### config.mk
export PLATFORM = sky130hd
export DESIGN_NAME = bwn_coef_fetch_ctrl
export DESIGN_NICKNAME = d
export VERILOG_FILES = /design/src/rtl/bwn_pkg.sv /design/src/rtl/bwn_skid_fifo2.sv /design/src/rtl/bwn_coef_fetch_ctrl.sv
export SDC_FILE = /design/constraint.sdc
export NUM_CORES = 1
export LEC_CHECK = 0
export ABC_AREA = 1
export BUFFER_PORTS_ARGS = -buffer_cell sky130_fd_sc_hd__buf_2
export CAP_MARGIN = 20
export CORE_ASPECT_RATIO = 1.75
export CORE_MARGIN = 2
export CORE_UTILIZATION = 55
export DETAILED_ROUTE_END_ITERATION = 6
export PLACE_DENSITY = 0.84
export REMOVE_ABC_BUFFERS = 1
export SYNTH_ARGS = -nofsm -noshare
export SYNTH_HDL_FRONTEND = slang
export SYNTH_SLANG_ARGS = --single-unit
### constraint.sdc
create_clock -name clk -period 2.2 [get_ports clk]
set_clock_uncertainty 0.1 [all_clocks]
set_input_delay 0.11 -clock clk [delete_from_list [all_inputs] [get_ports clk]]
set_output_delay 0.11 -clock clk [all_outputs]
set_load 0.05 [all_outputs]
### src/rtl/bwn_pkg.sv
// bwn_pkg
// Shared constants and types for the binary-weight coefficient fetch path.
// Contents:
//   BWN_COEF_W / BWN_ROM_DEPTH / BWN_ADDR_W / BWN_LEN_W : default geometry
//   bwn_state_e  : fetch controller FSM states
//   bwn_entry_t  : one output FIFO entry {coef, last}
package bwn_pkg;

    localparam int BWN_COEF_W    = 80;
    localparam int BWN_ROM_DEPTH = 120;
    localparam int BWN_ADDR_W    = 12;
    localparam int BWN_LEN_W     = 8;

    typedef enum logic [1:0] {
        IDLE  = 2'd0,
        ISSUE = 2'd1,
        DRAIN = 2'd2
    } bwn_state_e;

    typedef struct packed {
        logic [BWN_COEF_W-1:0] coef;
        logic                  last;
    } bwn_entry_t;

endpackage

### src/rtl/bwn_skid_fifo2.sv
// bwn_skid_fifo2
// Two-entry valid/ready buffer. The occupancy output is the issue credit for
// the producer: the producer only pushes while count_o < 2, so there is no
// in_ready and no overflow path here.
// Ports:
//   clk_i, rst_ni     : clock, asynchronous active-low reset (flushes entries)
//   push_i, push_data_i : write one entry (only legal while count_o < 2)
//   pop_i             : consumer ready; pops the head when valid_o is high
//   pop_data_o        : head entry (reads 0 after reset)
//   valid_o           : buffer not empty
//   count_o           : occupancy 0..2
module bwn_skid_fifo2 #(
    parameter int W = 81
) (
    input  logic         clk_i,
    input  logic         rst_ni,
    input  logic         push_i,
    input  logic [W-1:0] push_data_i,
    input  logic         pop_i,
    output logic [W-1:0] pop_data_o,
    output logic         valid_o,
    output logic [1:0]   count_o
);

    logic [W-1:0] mem_q [2];
    logic         wr_ptr_q;
    logic         rd_ptr_q;
    logic [1:0]   count_q;
    logic [1:0]   count_d;
    logic         do_pop;

    assign do_pop = pop_i && (count_q != 2'd0);

    // Simultaneous push and pop leaves occupancy unchanged.
    always_comb begin
        count_d = count_q;
        case ({push_i, do_pop})
            2'b10:   count_d = count_q + 2'd1;
            2'b01:   count_d = count_q - 2'd1;
            default: count_d = count_q;
        endcase
    end

    always_ff @(posedge clk_i or negedge rst_ni) begin
        if (!rst_ni) begin
            mem_q[0] <= '0;
            mem_q[1] <= '0;
            wr_ptr_q <= 1'b0;
            rd_ptr_q <= 1'b0;
            count_q  <= 2'd0;
        end else begin
            if (push_i) begin
                mem_q[wr_ptr_q] <= push_data_i;
                wr_ptr_q        <= ~wr_ptr_q;
            end
            if (do_pop) begin
                rd_ptr_q <= ~rd_ptr_q;
            end
            count_q <= count_d;
        end
    end

    assign pop_data_o = mem_q[rd_ptr_q];
    assign valid_o    = (count_q != 2'd0);
    assign count_o    = count_q;

endmodule

### src/rtl/bwn_coef_fetch_ctrl.sv
// bwn_coef_fetch_ctrl
// Streams a burst of coefficient words from the combinational coefficient ROM
// to the XNOR/popcount datapath. The ROM address is registered; the word read
// at that address is captured into a 2-entry output FIFO at the end of the
// same cycle, so the first word is valid two cycles after command accept.
// Optional build macro: BWN_COEF_REPEAT_EN adds cmd_rep (burst replay count).
// Ports:
//   clk, rst_n           : clock, asynchronous active-low reset
//   cmd_valid/cmd_ready  : command handshake (accept when both high)
//   cmd_base, cmd_len    : first address and word count of the burst
//   cmd_rep              : (BWN_COEF_REPEAT_EN only) extra passes over the burst
//   rom_addr, rom_coef   : ROM address out, ROM data in
//   out_valid/out_ready  : data handshake; a word transfers when both are high
//                          and the word/last stay stable while stalled
//   out_coef, out_last   : coefficient word, final-word marker
//   busy                 : FSM not IDLE
//   done, err            : one-cycle completion / out-of-range pulses
//   dbg_state            : current FSM state (bwn_state_e encoding)
module bwn_coef_fetch_ctrl
    import bwn_pkg::*;
#(
    parameter int WIDTH_A = BWN_ADDR_W,
    parameter int WIDTH_D = BWN_COEF_W,
    parameter int DEPTH   = BWN_ROM_DEPTH,
    parameter int WIDTH_L = BWN_LEN_W
) (
    input  logic               clk,
    input  logic               rst_n,
    input  logic               cmd_valid,
    output logic               cmd_ready,
    input  logic [WIDTH_A-1:0] cmd_base,
    input  logic [WIDTH_L-1:0] cmd_len,
`ifdef BWN_COEF_REPEAT_EN
    input  logic [3:0]         cmd_rep,
`endif
    output logic [WIDTH_A-1:0] rom_addr,
    input  logic [WIDTH_D-1:0] rom_coef,
    output logic               out_valid,
    input  logic               out_ready,
    output logic [WIDTH_D-1:0] out_coef,
    output logic               out_last,
    output logic               busy,
    output logic               done,
    output logic               err,
    output logic [1:0]         dbg_state
);

    bwn_state_e         state_q, state_d;
    logic [WIDTH_A-1:0] addr_q, addr_d;
    logic [WIDTH_L-1:0] cnt_q, cnt_d;
    logic               done_q, done_d;
    logic               err_q, err_d;
`ifdef BWN_COEF_REPEAT_EN
    logic [WIDTH_A-1:0] base_q, base_d;
    logic [WIDTH_L-1:0] len_q, len_d;
    logic [3:0]         rep_q, rep_d;
`endif

    logic               push;
    logic               push_last;
    bwn_entry_t         push_entry;
    bwn_entry_t         pop_entry;
    logic [1:0]         fifo_count;
    logic [WIDTH_A:0]   end_addr;
    logic               range_bad;

    // One bit wider than the address so base+len cannot wrap past the check.
    assign end_addr  = {1'b0, cmd_base} + (WIDTH_A+1)'(cmd_len);
    assign range_bad = end_addr > (WIDTH_A+1)'(DEPTH);

    always_comb begin
        state_d   = state_q;
        addr_d    = addr_q;
        cnt_d     = cnt_q;
        done_d    = 1'b0;
        err_d     = 1'b0;
        push      = 1'b0;
        push_last = 1'b0;
`ifdef BWN_COEF_REPEAT_EN
        base_d    = base_q;
        len_d     = len_q;
        rep_d     = rep_q;
`endif
        case (state_q)
            IDLE: begin
                // cmd_ready is high in IDLE, so cmd_valid alone means accept.
                if (cmd_valid) begin
                    if (cmd_len == '0) begin
                        done_d = 1'b1;
                    end else if (range_bad) begin
                        err_d = 1'b1;
                    end else begin
                        addr_d  = cmd_base;
                        cnt_d   = cmd_len;
                        state_d = ISSUE;
`ifdef BWN_COEF_REPEAT_EN
                        base_d  = cmd_base;
                        len_d   = cmd_len;
                        rep_d   = cmd_rep;
`endif
                    end
                end
            end
            ISSUE: begin
                // Capture the word at rom_addr only when the FIFO has a free slot.
                if (fifo_count < 2'd2) begin
                    push = 1'b1;
                    if (cnt_q == WIDTH_L'(1)) begin
`ifdef BWN_COEF_REPEAT_EN
                        if (rep_q != 4'd0) begin
                            rep_d  = rep_q - 4'd1;
                            addr_d = base_q;
                            cnt_d  = len_q;
                        end else begin
                            push_last = 1'b1;
                            state_d   = DRAIN;
                        end
`else
                        push_last = 1'b1;
                        state_d   = DRAIN;
`endif
                    end else begin
                        // Address holds on the final word so it never passes DEPTH-1.
                        addr_d = addr_q + WIDTH_A'(1);
                        cnt_d  = cnt_q - WIDTH_L'(1);
                    end
                end
            end
            DRAIN: begin
                // The last-marked word is the youngest entry, so its handshake empties the FIFO.
                if (out_valid && out_ready && out_last) begin
                    done_d  = 1'b1;
                    state_d = IDLE;
                end
            end
            default: state_d = IDLE;
        endcase
    end

    always_ff @(posedge clk or negedge rst_n) begin
        if (!rst_n) begin
            state_q <= IDLE;
            addr_q  <= '0;
            cnt_q   <= '0;
            done_q  <= 1'b0;
            err_q   <= 1'b0;
`ifdef BWN_COEF_REPEAT_EN
            base_q  <= '0;
            len_q   <= '0;
            rep_q   <= 4'd0;
`endif
        end else begin
            state_q <= state_d;
            addr_q  <= addr_d;
            cnt_q   <= cnt_d;
            done_q  <= done_d;
            err_q   <= err_d;
`ifdef BWN_COEF_REPEAT_EN
            base_q  <= base_d;
            len_q   <= len_d;
            rep_q   <= rep_d;
`endif
        end
    end

    assign push_entry.coef = rom_coef;
    assign push_entry.last = push_last;

    bwn_skid_fifo2 #(
        .W($bits(bwn_entry_t))
    ) u_fifo (
        .clk_i       (clk),
        .rst_ni      (rst_n),
        .push_i      (push),
        .push_data_i (push_entry),
        .pop_i       (out_ready),
        .pop_data_o  (pop_entry),
        .valid_o     (out_valid),
        .count_o     (fifo_count)
    );

    assign out_coef  = pop_entry.coef;
    assign out_last  = pop_entry.last;
    assign rom_addr  = addr_q;
    assign cmd_ready = (state_q == IDLE);
    assign busy      = (state_q != IDLE);
    assign done      = done_q;
    assign err       = err_q;
    assign dbg_state = state_q;

endmodule
==> run_results.csv, run 1 <==
group,metric,value,unit
setup_path,slowest_stage,"dfrtp_2",
sta,worst_pin_slew,581,ps
yosys,ys_warn_count,0,
clocking,post_cts_buffers,0,
setup_path,cp_data_required_time,1990,ps
place,portBuffers,203,
yosys,ys.flop_type,"dfrtp_1",
drt,vias,9503,
global_route,antenna_found_initial,1,
global_route,grt_pass1_wl,44100,µm
finish,final_common_cell,"nand2_1",
yosys,async_flop_share,100,%
finish,syn_to_final_growth,31.9,%
floorplanning,rows,63,
drt,drt_first_iter_violations,569,
setup_path,worstPathArrival,1880,ps
sta,fmax,477,MHz
sta,fin_crit,2090,ps
clocking,numCtsBuffers,17,
drt,wl_per_cell,15.5,µm
setup_path,cp_max_fo,36,
yosys,yosys.cell_types.count,32,
yosys,ys_seq_area_share,50.9,%
finish,stdcell_count,1782,
place,dpl.cell_count,1662,
sta,drv_slew,0,
drt,drtAntennaViolNets,0,
run_status,status,"finished clean",
global_route,grt_max_degree,82,
sta,relSlewSlack,61.2,%
sta,hold_viol,0,
finish,fillers,1271,
floorplanning,dieWidth,103,µm
sta,finalCritPeriodShare,95.2,%
yosys,netlist_instances,1244,
global_route,grt_pass1_vias,9494,
clocking,clkSinkCount,190,
finish,mostFrequentLayoutCells,"538 x nand2_1, 202 x buf_2, 189 x dfrtp_1, 182 x o21ai_0, 126 x inv_1",
setup_path,startpoint_type,"flip-flop",
sta,setup_violations,0,
place,detailed_place.area,10900,µm²
floorplanning,fp.dieArea,18100,µm²
drt,drc,0,
sta,rsz0062_at_grt,"false",
clocking,root_buffer,"clkbuf_16",
setup_path,cpLargestDelayFamily,"buffers and inverters",
setup_path,worstSetupPathType,"reg -> out",
pwr,power_density,1010,nW/µm²
clocking,clk_pin_slew,70,ps
global_route,overflow,0,
place,place.gp.congestion,1.00,
floorplanning,chipHeight,176,µm
setup_path,endpoint_kind,"output pin",
floorplanning,ioPinCount,204,
worst_hold_path,hp-class,"in -> reg",
setup_path,worst-path-buf-inv,3,
drt,routed_wirelength,27600,µm
setup_path,crit_top_cell,"nand2_1",
clocking,h-tree-depth,4,
finish,stdcell_area,12300,µm²
clocking,clk_latency,420,ps
yosys,syn_area_per_cell,7.51,µm²
yosys,synth-edff-count,0,
clocking,cts_tree,"built",
job,max-cap-violations,0,
drt,vias_per_cell,5.33,
finish,final_nets,1659,
floorplanning,initial_core_util,55.6,%
setup_path,path_cells,"inv_2, buf_12, nand2_1, nand2_1, buf_2",
global_route,grt.total_usage,31.0,%
clocking,clockBufferDepth,2,
floorplanning,core_region_area,16800,µm²
finish,final_util,73.4,%
place,place_hpwl,17500,µm
setup_path,cp_slowest_stage_delay,430,ps
yosys,synth-seq-cells,190,
pwr,leakagePower,7.00,nW
finish,drive_above_1_share,19.2,%
pwr,ir_worst_vdd,556,µV
drt,drtPass1Iterations,5,
yosys,syn_area,9340,µm²
[worst min-delay path: stages]
cell     delay (ps)
buf_2           110
inv_1            70
o21ai_0          80
nand3_1          80
nand2_1          50
[synth_stat cells, drive strengths merged (2+ instances only)]
cell type    n  share of area [%]
o22ai        3               0.20
inv        128                5.1
buf         32                1.8
or2          2               0.13
a31oi        4               0.27
nand4        7               0.47
dfrtp      190                 51
nor2        32                1.4
ha          12                1.6
xnor2        4               0.38
nand2      541                 22
xor2         7               0.66
nand3b       2               0.16
a21oi        6               0.36
clkbuf      29                1.2
o21ai      184                9.9
nand3       54                2.9
[cell type report]
class                           instances  area (µm²)  share of cell area (%)
Clock buffer                           19         443                    3.59
Inverter                              128         483                    3.92
Multi-Input combinational cell        865        3840                    31.2
Antenna cell                            1        2.50                  0.0203
Clock inverter                         12         115                   0.934
Sequential cell                       190        4760                    38.6
Tap cell                              227         284                    2.31
Timing Repair Buffer                  340        2400                    19.5
[flip-flops by register name, summed over array words and instances (netlist names)]
register and flops:
dbg_state 2, u_fifo.mem_q 162, u_fifo.count_o 2, cnt_q 8, u_fifo.wr_ptr_q 1, rom_addr 12, u_fifo.rd_ptr_q 1, err 1
done 1
[final timing paths]
check / cells after the start / slack, ps / endpoint / from
hold reg to reg: 2 / 380 / u_fifo.mem_q[79] / u_fifo.mem_q[79]
setup reg to reg: 7 / 180 / u_fifo.mem_q[111] / dbg_state[0]
hold / removal: 5 / 20 / cnt_q[0] / cmd_len[0]
setup / recovery: 5 / 110 / out_coef[12] / u_fifo.rd_ptr_q
max in group asynchronous: 3 / 1060 / u_fifo.mem_q[129] / rst_n
min in group asynchronous: 2 / 140 / u_fifo.mem_q[23] / rst_n
[stage by stage]
step	hold WS (ps)	total power, W	TNS (ps)	setup WS [ps]
final	22.4	0.0125	0	105
after global routing	69.7	0.0130	0	16.4
after CTS	9.53	0.0124	0	134
after detailed placement	59.4	0.00939	-1900	-112
after global placement	54.5	0.00936	-666	-38.1
after floorplan	-286	0.00789	-326480	-2530
[routing by layer]
metal,track usage [%],vias up,wire length (µm)
met5,0,-,0
met4,19.6,0,1780
met3,5.38,135,1530
met2,53.7,456,14300
met1,34.4,4439,10000
li1,-,4473,-
[report_power, final]
group,switching (W),leakage (nW),total [W],internal (W)
combinational,0.00467,4.93,0.00600,0.00133
sequential,0.0000278,1.81,0.00355,0.00352
clock,0.00133,0.266,0.00292,0.00159
[timing repair]
action | CTS | global route
hold endpoints to repair | 233 | 0
setup endpoints to repair | 0 | 1
resized for setup | 0 | 1
hold buffers | 88 | 0
[cell families after synthesis]
group / after synthesis / share of synthesized area, %
AO/OA/AOI/OAI: 200 / 10.9
XOR/XNOR: 11 / 1.03
adder cells (fa/ha/maj): 13 / 1.82
buffers and inverters: 189 / 8.13
flip-flops: 190 / 50.9
AND/OR/NAND/NOR: 641 / 27.2
Note: power is estimated with default switching activity, not from simulation.
==> run 2: changes to the inputs <==
Settings changed: REMOVE_ABC_BUFFERS 1 to default.
==> run_results.csv, run 2 (synthesized netlist as in run 1, its figures left out) <==
group,metric,value,unit
clocking,cts_resized,0,
finish,largest_reg_flops,162,
setup_path,worst-path-buf-inv,3,
finish,top_register,"u_fifo.mem_q",
clocking,clkSinkCount,190,
yosys,synth_nets,1361,
setup_path,cp_max_fo,31,
global_route,grt_max_degree,164,
finish,mostFrequentLayoutCells,"538 x nand2_1, 202 x buf_2, 189 x dfrtp_1, 183 x o21ai_0, 126 x inv_1",
floorplanning,fp.dieArea,18100,µm²
drt,drt_first_iter_violations,526,
clocking,post_cts_buffers,0,
sta,setup_ws,189,ps
floorplanning,core_region_area,16800,µm²
global_route,antenna_found_initial,1,
finish,syn_to_final_growth,29.9,%
floorplanning,chipHeight,176,µm
finish,multiInputGateArea,3850,µm²
place,portBuffers,203,
setup_path,crit_start,"u_fifo.rd_ptr_q",
clocking,cts_hold_buf,88,
setup_path,r2r-start,"dbg_state[0]",
floorplanning,dieWidth,103,µm
setup_path,cp_slowest_stage_delay,430,ps
drt,drtPass1Iterations,6,
setup_path,crit_top_cell,"nand2_1",
clocking,numCtsBuffers,17,
sta,rsz0062_at_grt,"false",
pwr,leakagePower,6.88,nW
sta,worst_pin_slew,671,ps
global_route,overflow,0,
finish,fillers,1219,
worst_hold_path,hp-class,"in -> reg",
finish,drive_above_1_share,17.9,%
clocking,cts_tree,"built",
clocking,clockBufferDepth,2,
setup_path,path_cells,"inv_2, buf_4, nand2_1, nand2_1, buf_2",
sta,fin_crit,2010,ps
setup_path,slowest_stage,"dfrtp_2",
place,place_hpwl,16300,µm
sta,setup_violations,0,
worst_hold_path,hp-start,"cmd_base[5]",
setup_path,cp_data_required_time,1990,ps
global_route,grt.total_usage,30.9,%
finish,ff_latch_area,4760,µm²
clocking,root_buffer,"clkbuf_16",
run_status,status,"finished clean",
finish,final_common_cell,"nand2_1",
drt,wl_per_cell,15.7,µm
finish,final_nets,1630,
global_route,grt_pass1_wl,43900,µm
clocking,clk_pin_slew,70,ps
drt,drtAntennaViolNets,0,
finish,final_util,72.3,%
drt,vias_per_cell,5.37,
setup_path,ff2ff_setup_slack,190,ps
clocking,h-tree-depth,4,
job,max-cap-violations,0,
setup_path,cpLargestDelayFamily,"buffers and inverters",
setup_path,startpoint_type,"flip-flop",
floorplanning,rows,63,
drt,routed_wirelength,27500,µm
floorplanning,ioPinCount,204,
drt,drc,0,
setup_path,endpoint_kind,"output pin",
place,place.gp.congestion,0.964,
sta,relSlewSlack,54.9,%
global_route,grt_pass1_vias,9430,
pwr,power_density,1040,nW/µm²
place,place_ws,-116,ps
sta,drv_slew,0,
setup_path,worstPathArrival,1800,ps
sta,hold_viol,0,
sta,fmax,497,MHz
floorplanning,initial_core_util,55.6,%
pwr,ir_worst_vdd,685,µV
sta,finalCritPeriodShare,91.4,%
drt,vias,9422,
clocking,clk_latency,440,ps
setup_path,worstSetupPathType,"reg -> out",
[run 2: where the power goes]
| group | internal, W | total, W | leakage, nW | switching [W] |
|---|---|---|---|---|
| registers | 0.00352 | 0.00356 | 1.81 | 0.0000338 |
| clock network | 0.00167 | 0.00311 | 0.292 | 0.00143 |
| logic | 0.00128 | 0.00595 | 4.79 | 0.00467 |
[run 2: cell type report]
type / count / area share [%]
flip-flops and latches: 190 / 39.2
multi-input cells: 865 / 31.7
repair buffers: 311 / 17.8
inverters: 128 / 3.98
clock buffers: 19 / 3.73
well taps: 227 / 2.34
clock inverters: 13 / 1.21
diodes: 1 / 0.0206
[run 2: metal layers]
| metal | wire length (µm) | part of all wire (%) | global-route usage [%] | vias to the layer above |
|---|---|---|---|---|
| met2 | 14600 | 53 | 55.1 | 428 |
| met5 | 0 | 0 | 0 | - |
| met4 | 1630 | 5.9 | 18.4 | 0 |
| li1 | - | - | - | 4424 |
| met1 | 9610 | 35 | 33.1 | 4455 |
| met3 | 1590 | 5.8 | 5.30 | 115 |
[run 2: worst paths after layout]
kind | cells past startpoint | endpoint
setup / recovery | 5 | out_coef[76]
hold / removal | 5 | rom_addr[5]
setup reg to reg | 8 | u_fifo.mem_q[125]
hold reg to reg | 2 | u_fifo.mem_q[58]
max in group asynchronous | 3 | u_fifo.mem_q[105]
min in group asynchronous | 2 | u_fifo.mem_q[154]
[run 2: stage by stage]
step | setup TNS, ps | hold WS (ps) | total power [W] | cell area (µm²) | instances
final | 0 | 6.99 | 0.0126 | 12100 | 1754
after global routing | 0 | 16.6 | 0.0132 | 12100 | 1754
after CTS | 0 | 1.60 | 0.0126 | 12100 | 1753
after detailed placement | -1840 | 23.1 | 0.00933 | 10700 | 1633
after global placement | -1000 | 11.0 | 0.00931 | 10700 | 1633
after floorplan | 0 | -286 | 0.00786 | 9350 | 1244
[run 2: worst reg2reg max path: cells and delay by family (launching register included)]
kind / cells / cell delay (ps)
AO/OA/AOI/OAI: 1 / 130
buffers and inverters: 3 / 430
flip-flops: 1 / 450
AND/OR/NAND/NOR: 4 / 740
==> run 3: changes to the inputs <==
Settings changed: MAX_ROUTING_LAYER from default to met4.
==> run_results.csv, run 3 (synthesized netlist as in run 1, its figures left out) <==
group,metric,value,unit
floorplanning,rows,63,
setup_path,endpoint_kind,"output pin",
floorplanning,dieWidth,103,µm
sta,relSlewSlack,59.1,%
clocking,numCtsBuffers,17,
sta,rsz0062_at_grt,"false",
finish,fillers,1179,
pwr,p_clk_share,24.7,%
sta,drv_slew,0,
pwr,p_sw_share,48.4,%
finish,syn_to_final_growth,30.8,%
floorplanning,fp.dieArea,18100,µm²
sta,fmax,472,MHz
sta,finalCritPeriodShare,96.3,%
worst_hold_path,hp-class,"in -> reg",
setup_path,worstPathArrival,1910,ps
pwr,power_density,1040,nW/µm²
sta,worst_pin_slew,609,ps
clocking,root_buffer,"clkbuf_16",
drt,drc,0,
clocking,clk_pin_slew,70,ps
sta,setup_violations,0,
global_route,overflow,0,
place,detailed_place.area,10700,µm²
place,place_hpwl,16800,µm
clocking,clk_latency,430,ps
finish,stdcell_area,12200,µm²
yosys,synth_nets,1361,
drt,wl_per_cell,15.6,µm
drt,vias,9349,
clocking,h-tree-depth,4,
global_route,grt_max_degree,99,
drt,routed_wirelength,27500,µm
job,max-cap-violations,0,
global_route,grt_pass1_vias,9216,
pwr,seq_power_share,28.1,%
setup_path,startpoint_type,"flip-flop",
sta,fin_crit,2120,ps
setup_path,worstSetupPathType,"reg -> out",
place,portBuffers,203,
floorplanning,core_region_area,16800,µm²
setup_path,cp_data_required_time,1990,ps
pwr,p_int,0.00652,W
global_route,antenna_found_initial,3,
clocking,clkSinkCount,190,
global_route,grt_pass1_wl,43800,µm
floorplanning,initial_core_util,55.6,%
pwr,leakagePower,6.93,nW
floorplanning,ioPinCount,204,
finish,final_nets,1637,
clocking,clockBufferDepth,2,
floorplanning,chipHeight,176,µm
pwr,ir_worst_vdd,599,µV
finish,final_common_cell,"nand2_1",
finish,mostFrequentLayoutCells,"538 x nand2_1, 202 x buf_2, 189 x dfrtp_1, 183 x o21ai_0, 126 x inv_1",
finish,drive_above_1_share,18.4,%
drt,drt_first_iter_violations,668,
drt,vias_per_cell,5.30,
clocking,post_cts_buffers,0,
pwr,netSwitchingPower,0.00613,W
clocking,cts_tree,"built",
global_route,grt.total_usage,32.1,%
drt,drtAntennaViolNets,0,
drt,drtPass1Iterations,6,
sta,hold_viol,0,
clocking,cts_resized,0,
place,place.gp.congestion,1.01,
run_status,status,"finished clean",
clocking,cts_hold_buf,86,
finish,top_register,"u_fifo.mem_q",
setup_path,cp_max_fo,40,
pwr,power.total,0.0126,W
pwr,comb_power_share,47.2,%
finish,largest_reg_flops,162,
## run 3: stage by stage
stage | hold WS, ps | worst slack (ps) | util (%) | std cells | TNS [ps]
after CTS | 0.848 | 127 | 72.7 | 1760 | 0
final | 16.8 | 80.3 | 72.7 | 1763 | 0
after floorplan | -286 | 196 | - | 1244 | 0
after detailed placement | 23.4 | -31.1 | 64.0 | 1642 | -415
after global routing | 28.3 | 2.80 | 72.7 | 1763 | 0
after global placement | 16.1 | 7.06 | 64.0 | 1642 | 0
## run 3: power groups by stage
stage	Sequential (W)	Combinational, W	Clock [W]
global placement	0.00362	0.00571	0
floorplan	0.00360	0.00426	0
finish	0.00355	0.00598	0.00312
CTS	0.00355	0.00588	0.00316
global route	0.00355	0.00637	0.00330
detailed placement	0.00362	0.00575	0
## run 3: worst max-delay path, cell delays in order, from the launching register on
cell and delay (ps):
dfrtp_2 430, inv_2 90, buf_4 400, nand2_1 140, nand2_1 110, buf_2 290
## run 3: cell type report
class	count	area, µm²	share of cell area [%]
clock buffers	17	425	3.48
clock inverters	15	174	1.42
repair buffers	318	2240	18.3
diodes	3	7.51	0.0615
flip-flops and latches	190	4760	38.9
inverters	128	483	3.95
well taps	227	284	2.33
multi-input cells	865	3850	31.5
## run 3: worst paths after layout
kind / slack [ps] / end / startpoint / cells past startpoint
min reg2reg: 380 / u_fifo.mem_q[68] / u_fifo.mem_q[68] / 2
max in group asynchronous: 1210 / u_fifo.mem_q[33] / rst_n / 3
min in group asynchronous: 100 / cnt_q[4] / rst_n / 2
min: 20 / cnt_q[3] / cmd_len[3] / 5
max reg2reg: 320 / rom_addr[11] / rom_addr[2] / 11
max: 80 / out_coef[68] / u_fifo.rd_ptr_q / 5
## run 3: metal layers
metal  up-vias  part of all wire (%)  GRT usage (%)
li1       4436                     -              -
met1      4370                    35           33.7
met2       436                    54           55.0
met3       107                   5.7           6.02
met4         0                   5.5           18.4
met5         -                     0              -
